<file path="src/rtl/seq_chunk_adder.sv">
// Multi-cycle WIDTH-bit adder: CHUNK bits per clock with a registered inter-chunk carry.
// Optional SEQ_CHUNK_ADDER_SUB_EN adds a 'sub' input selecting a-b (cout = NOT borrow).
module seq_chunk_adder #(
  parameter int unsigned WIDTH = 32,
  parameter int unsigned CHUNK = 8
) (
  input  logic             clk,
  input  logic             rst,
  input  logic             start,
  input  logic [WIDTH-1:0] a,
  input  logic [WIDTH-1:0] b,
  input  logic             cin,
`ifdef SEQ_CHUNK_ADDER_SUB_EN
  input  logic             sub,
`endif
  output logic             busy,
  output logic             done,
  output logic [WIDTH-1:0] sum,
  output logic             cout
);

  localparam int unsigned NCHUNK = WIDTH / CHUNK;
  localparam int unsigned IDXW   = (NCHUNK > 1) ? $clog2(NCHUNK) : 1;

  generate
    if (CHUNK < 1 || CHUNK > WIDTH || (WIDTH % CHUNK) != 0) begin : g_bad_params
      $error("seq_chunk_adder: WIDTH must be a non-zero multiple of CHUNK");
    end
  endgenerate

  typedef enum logic {IDLE, RUN} state_t;

  state_t            state_q, state_n;
  logic [IDXW-1:0]   idx_q, idx_n;
  logic              carry_q, carry_n;
  logic [WIDTH-1:0]  a_q, a_n;
  logic [WIDTH-1:0]  b_q, b_n;
  logic [WIDTH-1:0]  part_q, part_n;
  logic [WIDTH-1:0]  sum_n;
  logic              cout_n;
  logic              busy_n;
  logic              done_n;

  // Current chunk datapath: one narrow adder shared across all chunks
  int unsigned       sh;
  logic [CHUNK-1:0]  ca, cb;
  logic [CHUNK:0]    csum;
  logic [WIDTH-1:0]  slice;

  always_comb begin
    sh    = 32'(idx_q) * CHUNK;
    ca    = CHUNK'(a_q >> sh);
    cb    = CHUNK'(b_q >> sh);
    csum  = {1'b0, ca} + {1'b0, cb} + {{CHUNK{1'b0}}, carry_q};
    slice = WIDTH'(csum[CHUNK-1:0]) << sh;
  end

  // Next-state and output logic
  always_comb begin
    state_n = state_q;
    idx_n   = idx_q;
    carry_n = carry_q;
    a_n     = a_q;
    b_n     = b_q;
    part_n  = part_q;
    sum_n   = sum;
    cout_n  = cout;
    busy_n  = busy;
    done_n  = 1'b0;

    case (state_q)
      IDLE: begin
        if (start) begin
          state_n = RUN;
          a_n     = a;
`ifdef SEQ_CHUNK_ADDER_SUB_EN
          b_n     = sub ? ~b : b;
          carry_n = sub ? 1'b1 : cin;
`else
          b_n     = b;
          carry_n = cin;
`endif
          idx_n   = '0;
          part_n  = '0;
          busy_n  = 1'b1;
        end
      end
      RUN: begin
        carry_n = csum[CHUNK];
        part_n  = part_q | slice;
        idx_n   = idx_q + IDXW'(1);
        if (idx_q == IDXW'(NCHUNK - 1)) begin
          state_n = IDLE;
          idx_n   = '0;
          sum_n   = part_q | slice;
          cout_n  = csum[CHUNK];
          done_n  = 1'b1;
          busy_n  = 1'b0;
        end
      end
      default: state_n = IDLE;
    endcase
  end

  always_ff @(posedge clk or posedge rst) begin
    if (rst) begin
      state_q <= IDLE;
      idx_q   <= '0;
      carry_q <= 1'b0;
      a_q     <= '0;
      b_q     <= '0;
      part_q  <= '0;
      sum     <= '0;
      cout    <= 1'b0;
      busy    <= 1'b0;
      done    <= 1'b0;
    end else begin
      state_q <= state_n;
      idx_q   <= idx_n;
      carry_q <= carry_n;
      a_q     <= a_n;
      b_q     <= b_n;
      part_q  <= part_n;
      sum     <= sum_n;
      cout    <= cout_n;
      busy    <= busy_n;
      done    <= done_n;
    end
  end

endmodule

</file>
<file path="config.mk">
export PLATFORM = sky130hd
export DESIGN_NAME = seq_chunk_adder
export DESIGN_NICKNAME = d
export VERILOG_FILES = /design/src/rtl/seq_chunk_adder.sv
export SDC_FILE = /design/constraint.sdc
export NUM_CORES = 1
export LEC_CHECK = 0
export BUFFER_PORTS_ARGS = -buffer_cell sky130_fd_sc_hd__buf_2
export CAP_MARGIN = 30
export CORE_ASPECT_RATIO = 2
export CORE_UTILIZATION = 50
export DETAILED_ROUTE_END_ITERATION = 10
export PLACE_DENSITY = 0.72
export SLEW_MARGIN = 20
export SYNTH_ARGS = -nofsm -noshare
export SYNTH_HDL_FRONTEND = slang
export SYNTH_SLANG_ARGS = --single-unit
</file>
<file path="constraint.sdc">
create_clock -name clk -period 9.8 [get_ports clk]
set_input_delay 2.45 -clock clk [delete_from_list [all_inputs] [get_ports clk]]
set_output_delay 2.45 -clock clk [all_outputs]
set_load 0.01 [all_outputs]
</file>
# Yosys cells after proc, flatten, opt, wreduce, memory -nomap -nowiden
# Cells that the tools add are included.
# totals
reg_bits	135
output_inout_bits	35
wordCells	39
# classes
add_sub_neg	3
n_eq_ne	3
n_shift	3
mux	15
n_bitwise	2
reduce_logical	3
# op_table
op	n
32-bit case mux with 2 select lines	1
32-bit by 5-bit right shift with 8-bit output	2
32-bit two-way mux	1
32-bit bitwise OR	1
8-bit by 5-bit << shifter with 32-bit output	1
8-bit by 8-bit adder with 9-bit output	1
9-bit by 1-bit adder with 9-bit output	1
1-bit two-way mux	7
1-bit case mux with 2 select lines	3
2-bit AND reduction	3
2-bit two-way mux	2
2-bit case mux with 2 select lines	1
2-bit by 1-bit adder with 2-bit output, second input constant	1
2-bit equality test, second input constant	1
2-bit by 1-bit != test with 1-bit output, second input constant	1
2-bit != test, second input constant	1
1-bit NOT	1

# Depth between registers and ports, before layout
# depth
ltp_word	6
mapped_depth	9

# Worst setup path before layout
# Ideal clock, no wire load.
# synth_path
path_kind	input port to flip-flop
from	input start
to	register b_q[10]
setup_time_ns	0.065
arrival_time_ns	3.313
path_slack_ns	6.422
path_stages	6
path_buffers	3
cell_sequence	nand2b_1 buf_2 clkbuf_1 buf_1 nand2_1 nand2_1
# synth_via
elab_chain_cells	1
# synth_rtl
element	line_no	source
from (decl)	9	input logic start,
2-bit AND reduction (no line)	-	
to (signal assigned)	122	b_q <= b_n;
to (decl)	37	logic [WIDTH-1:0] b_q, b_n;
# Every way passes these cells.
# A chain may end at the register's enable or synchronous reset.

# Final worst setup path
# layout_path
from	register idx_q[0]
to	register sum[30]
# layout_via
elab_chain_cells	5
word_cells_on_any_way	8
# layout_rtl
element	line_no	source
from (decl)	34	logic [IDXW-1:0] idx_q, idx_n;
from (signal assigned)	119	idx_q <= idx_n;
32-bit by 5-bit right shift with 8-bit output, on equally long branches	52, 53	
8-bit by 8-bit adder with 9-bit output	54	csum = {1'b0, ca} + {1'b0, cb} + {{CHUNK{1'b0}}, carry_q};
9-bit by 1-bit adder with 9-bit output	54	
8-bit by 5-bit << shifter with 32-bit output	55	slice = WIDTH'(csum[CHUNK-1:0]) << sh;
32-bit bitwise OR	95	sum_n = part_q | slice;
to (signal assigned)	124	sum <= sum_n;
to (decl)	18	output logic [WIDTH-1:0] sum,
# Parallel ways exist; a longest one is shown, timed or not.

==> flow_summary.toml <==
[final_layout]
drive_gt1_share_pct = 24.5
diodes = 0
design_area_mm2 = 0.00730
fin_nets = 784
area_growth_pct = 19.0
layout.core_utilization_pct = 61.7
instances_no_fill = 864

[clocking]
tritoncts_clock_tree = "built"
cts_num_sinks = 135
post_cts_resize_count = 0
clk_latency_ps = 420
cts_max_level = 4
clk_pin_slew_ps = 60
cts-buffers-inserted = 17
postCtsSetupBuffers = 0
cts_hold_buffers = 0
clk_path_buf_depth = 2
clock-root-buffer = "clkbuf_16"

[route]
dr.pass1.iters = 5
post_drt_via_cell_ratio = 5.49
wl_per_cell_um = 16.1
routed-via-count = 4744
final_antenna_net_count = 0
initialDrtViolationCount = 351
drc = 0
detail_route.wirelength_mm = 13.9

[synthesis]
synth_top_cells_by_count = "nand2_1, dfrtp_1, o21ai_0"
ys_seq_elements = 135
synth_cells = 620
post_synth.cell_area_avg_um2 = 9.90
synthMostInstantiatedCell = "nand2_1"
async_flop_share_pct = 100
netlist_area_mm2 = 0.00614
synth_top_cells_by_area = "dfrtp_1, nand2_1, mux4_2"
synthesis.yosys.warnings = 0
synth_enable_flop_cells = 0
yosysTopAreaCellShare_pct = 55.0
synth_cell_type_count = 48
yosys_most_used_dff = "dfrtp_1"
ys_seq_area_share_pct = 55.0
synthesis.nets = 698
synthDominantAreaCellType = "dfrtp_1"

[floorplanning]
chipHeight_um = 159
start_util_pct = 51.8
floorplan_row_count = 56
die-area_mm2 = 0.0127
placeableCoreArea_mm2 = 0.0118
num_io_pins = 103
die_w_um = 80.3

[timing]
finalCritPeriodShare_pct = 40.6
max_clock_freq_mhz = 251
timing_hold_violations_final = 0
unrepaired_setup_endpoints_after_global_routing = "no"
report.final.slew_viol_count = 0
final.min_clock_period_ps = 3980
holdWs_ps = 473
skew_ps = 11.6
timing.max_slew.rel_slack_pct = 30.5
worstMarginPinSlew_ps = 1040
final_worst_path_setup_slack_ps = 5820
total_negative_slack_ps = 0
setup_viols_final = 0

[setup_path]
critPathLaunchType = "flip-flop"
timing.critical_path.arrival_ps = 4260
setup_slack_of_the_most_critical_reg_to_reg_path_ps = 5820
required_ps = 10080
worst_reg2reg_startpoint = "idx_q[0]$_DFFE_PP0P_"
worstSetupEndpointType = "flip-flop"
count_of_cells_along_the_worst_register_to_register_path = 8
setup.worst_path.start = "idx_q[0]$_DFFE_PP0P_"
path_class = "flip-flop to flip-flop"
worst_reg2reg_path_endpoint = "sum[30]$_DFFE_PP0P_"
worst-path-max-fanout = 17
critPathCapture = "sum[30]$_DFFE_PP0P_"

[global_route]
grt_pass1_wl_mm = 22.8
globalRouteTotalUtil_pct = 24.0
grt_remaining_overflow = 0
grt_antenna_before_repair = 0
pin_count_of_the_biggest_net_entering_global_routing = 84
first_global_vias = 4745

[place]
portBuffers = 102
preCtsSetupSlack_ps = 5690
finalWeightedCongestion = 0.801
dp_hpwl_mm = 9.81
place.detailed.instances = 831
placement_stage_cell_area_mm2 = 0.00671

[min_path]
hold_start = "b_q[31]$_DFFE_PP0P_"
min-delay-path-class = "flip-flop to flip-flop"

[pwr]
total_power_mw = 3.20
peakVddDrop_mv = 0.252
static-leakage-power_nw = 3.65
power_density_relative_to_cell_area_mw_per_mm2 = 439

[status]
outcome = "completed"

[run]
total_of_max_cap_violations = 0
-- power breakdown --
part / switching, mW / total (mW) / internal, mW / leakage (nW)
Sequential: 0.160 / 0.992 / 0.832 / 1.66
Combinational: 0.977 / 1.60 / 0.627 / 1.73
Clock: 0.246 / 0.610 / 0.364 / 0.268
Total: 1.38 / 3.20 / 1.82 / 3.65
-- worst min-delay path by stage --
stage,slack [ps],cells after the start,endpoint
6_report,470,2,b_q[31]$_DFFE_PP0P_
5_1_grt,490,2,a_q[24]$_DFFE_PP0P_
4_1_cts,470,2,a_q[24]$_DFFE_PP0P_
3_5_place_dp,460,2,a_q[24]$_DFFE_PP0P_
3_3_place_gp,450,2,a_q[0]$_DFFE_PP0P_
2_1_floorplan,440,2,a_q[16]$_DFFE_PP0P_
-- worst max-delay path, cell delays in order, from the launching register on --
cell      delay (ps)
dfrtp_1          770
buf_4            370
mux4_2           580
fa_1             530
fa_1             470
a211o_2          390
a2111o_1         390
o211ai_2         180
o21ai_0          170
-- logic make-up (layout without fill, tap and decap cells) --
| group | count (synthesis) | count (layout) | synth area share, % |
|---|---|---|---|
| XOR/XNOR | 1 | 1 | 0.143 |
| multiplexers | 31 | 31 | 8.34 |
| AND/OR/NAND/NOR | 285 | 285 | 18.4 |
| adder cells (fa/ha/maj) | 10 | 10 | 2.28 |
| buffers and inverters | 45 | 144 | 3.08 |
| flip-flops | 135 | 135 | 55.0 |
| AO/OA/AOI/OAI | 113 | 113 | 12.7 |
-- layout make-up --
| class | instances | area [µm²] |
|---|---|---|
| clock buffer | 19 | 453 |
| clock inverter | 13 | 121 |
| fill | 1010 | 4540 |
| inverter | 3 | 13.8 |
| multi-input combinational | 440 | 2580 |
| sequential | 135 | 3380 |
| tap | 145 | 181 |
| timing repair buffer | 109 | 574 |
-- metal layers --
| layer | vias up | wire length [µm] | track usage [%] |
|---|---|---|---|
| met3 | 31 | 500 | 4.87 |
| met5 | - | 0 | 0 |
| met1 | 2281 | 5390 | 28.1 |
| met2 | 141 | 7610 | 41.3 |
| li1 | 2291 | - | - |
| met4 | 0 | 451 | 11.4 |
-- registers in the layout, indices dropped and copies added, names as in the netlist --
register  count
a_q          32
b_q          32
busy          1
carry_q       1
cout          1
done          1
idx_q         2
part_q       32
state_q       1
sum          32
-- cell usage in the layout, fill, tap and decap left out, types with 9 or more instances in the layout --
cell type / synthesis / routed
o21ai_0: 47 / 47
clkbuf_16: 0 / 17
nand3_1: 11 / 11
nand2_1: 243 / 243
dfrtp_1: 135 / 135
nor2_1: 16 / 16
buf_2: 10 / 102
a32o_1: 9 / 9
a21oi_1: 17 / 17
mux2i_1: 14 / 14
mux4_2: 16 / 16
(Power assumes the default switching activity.)
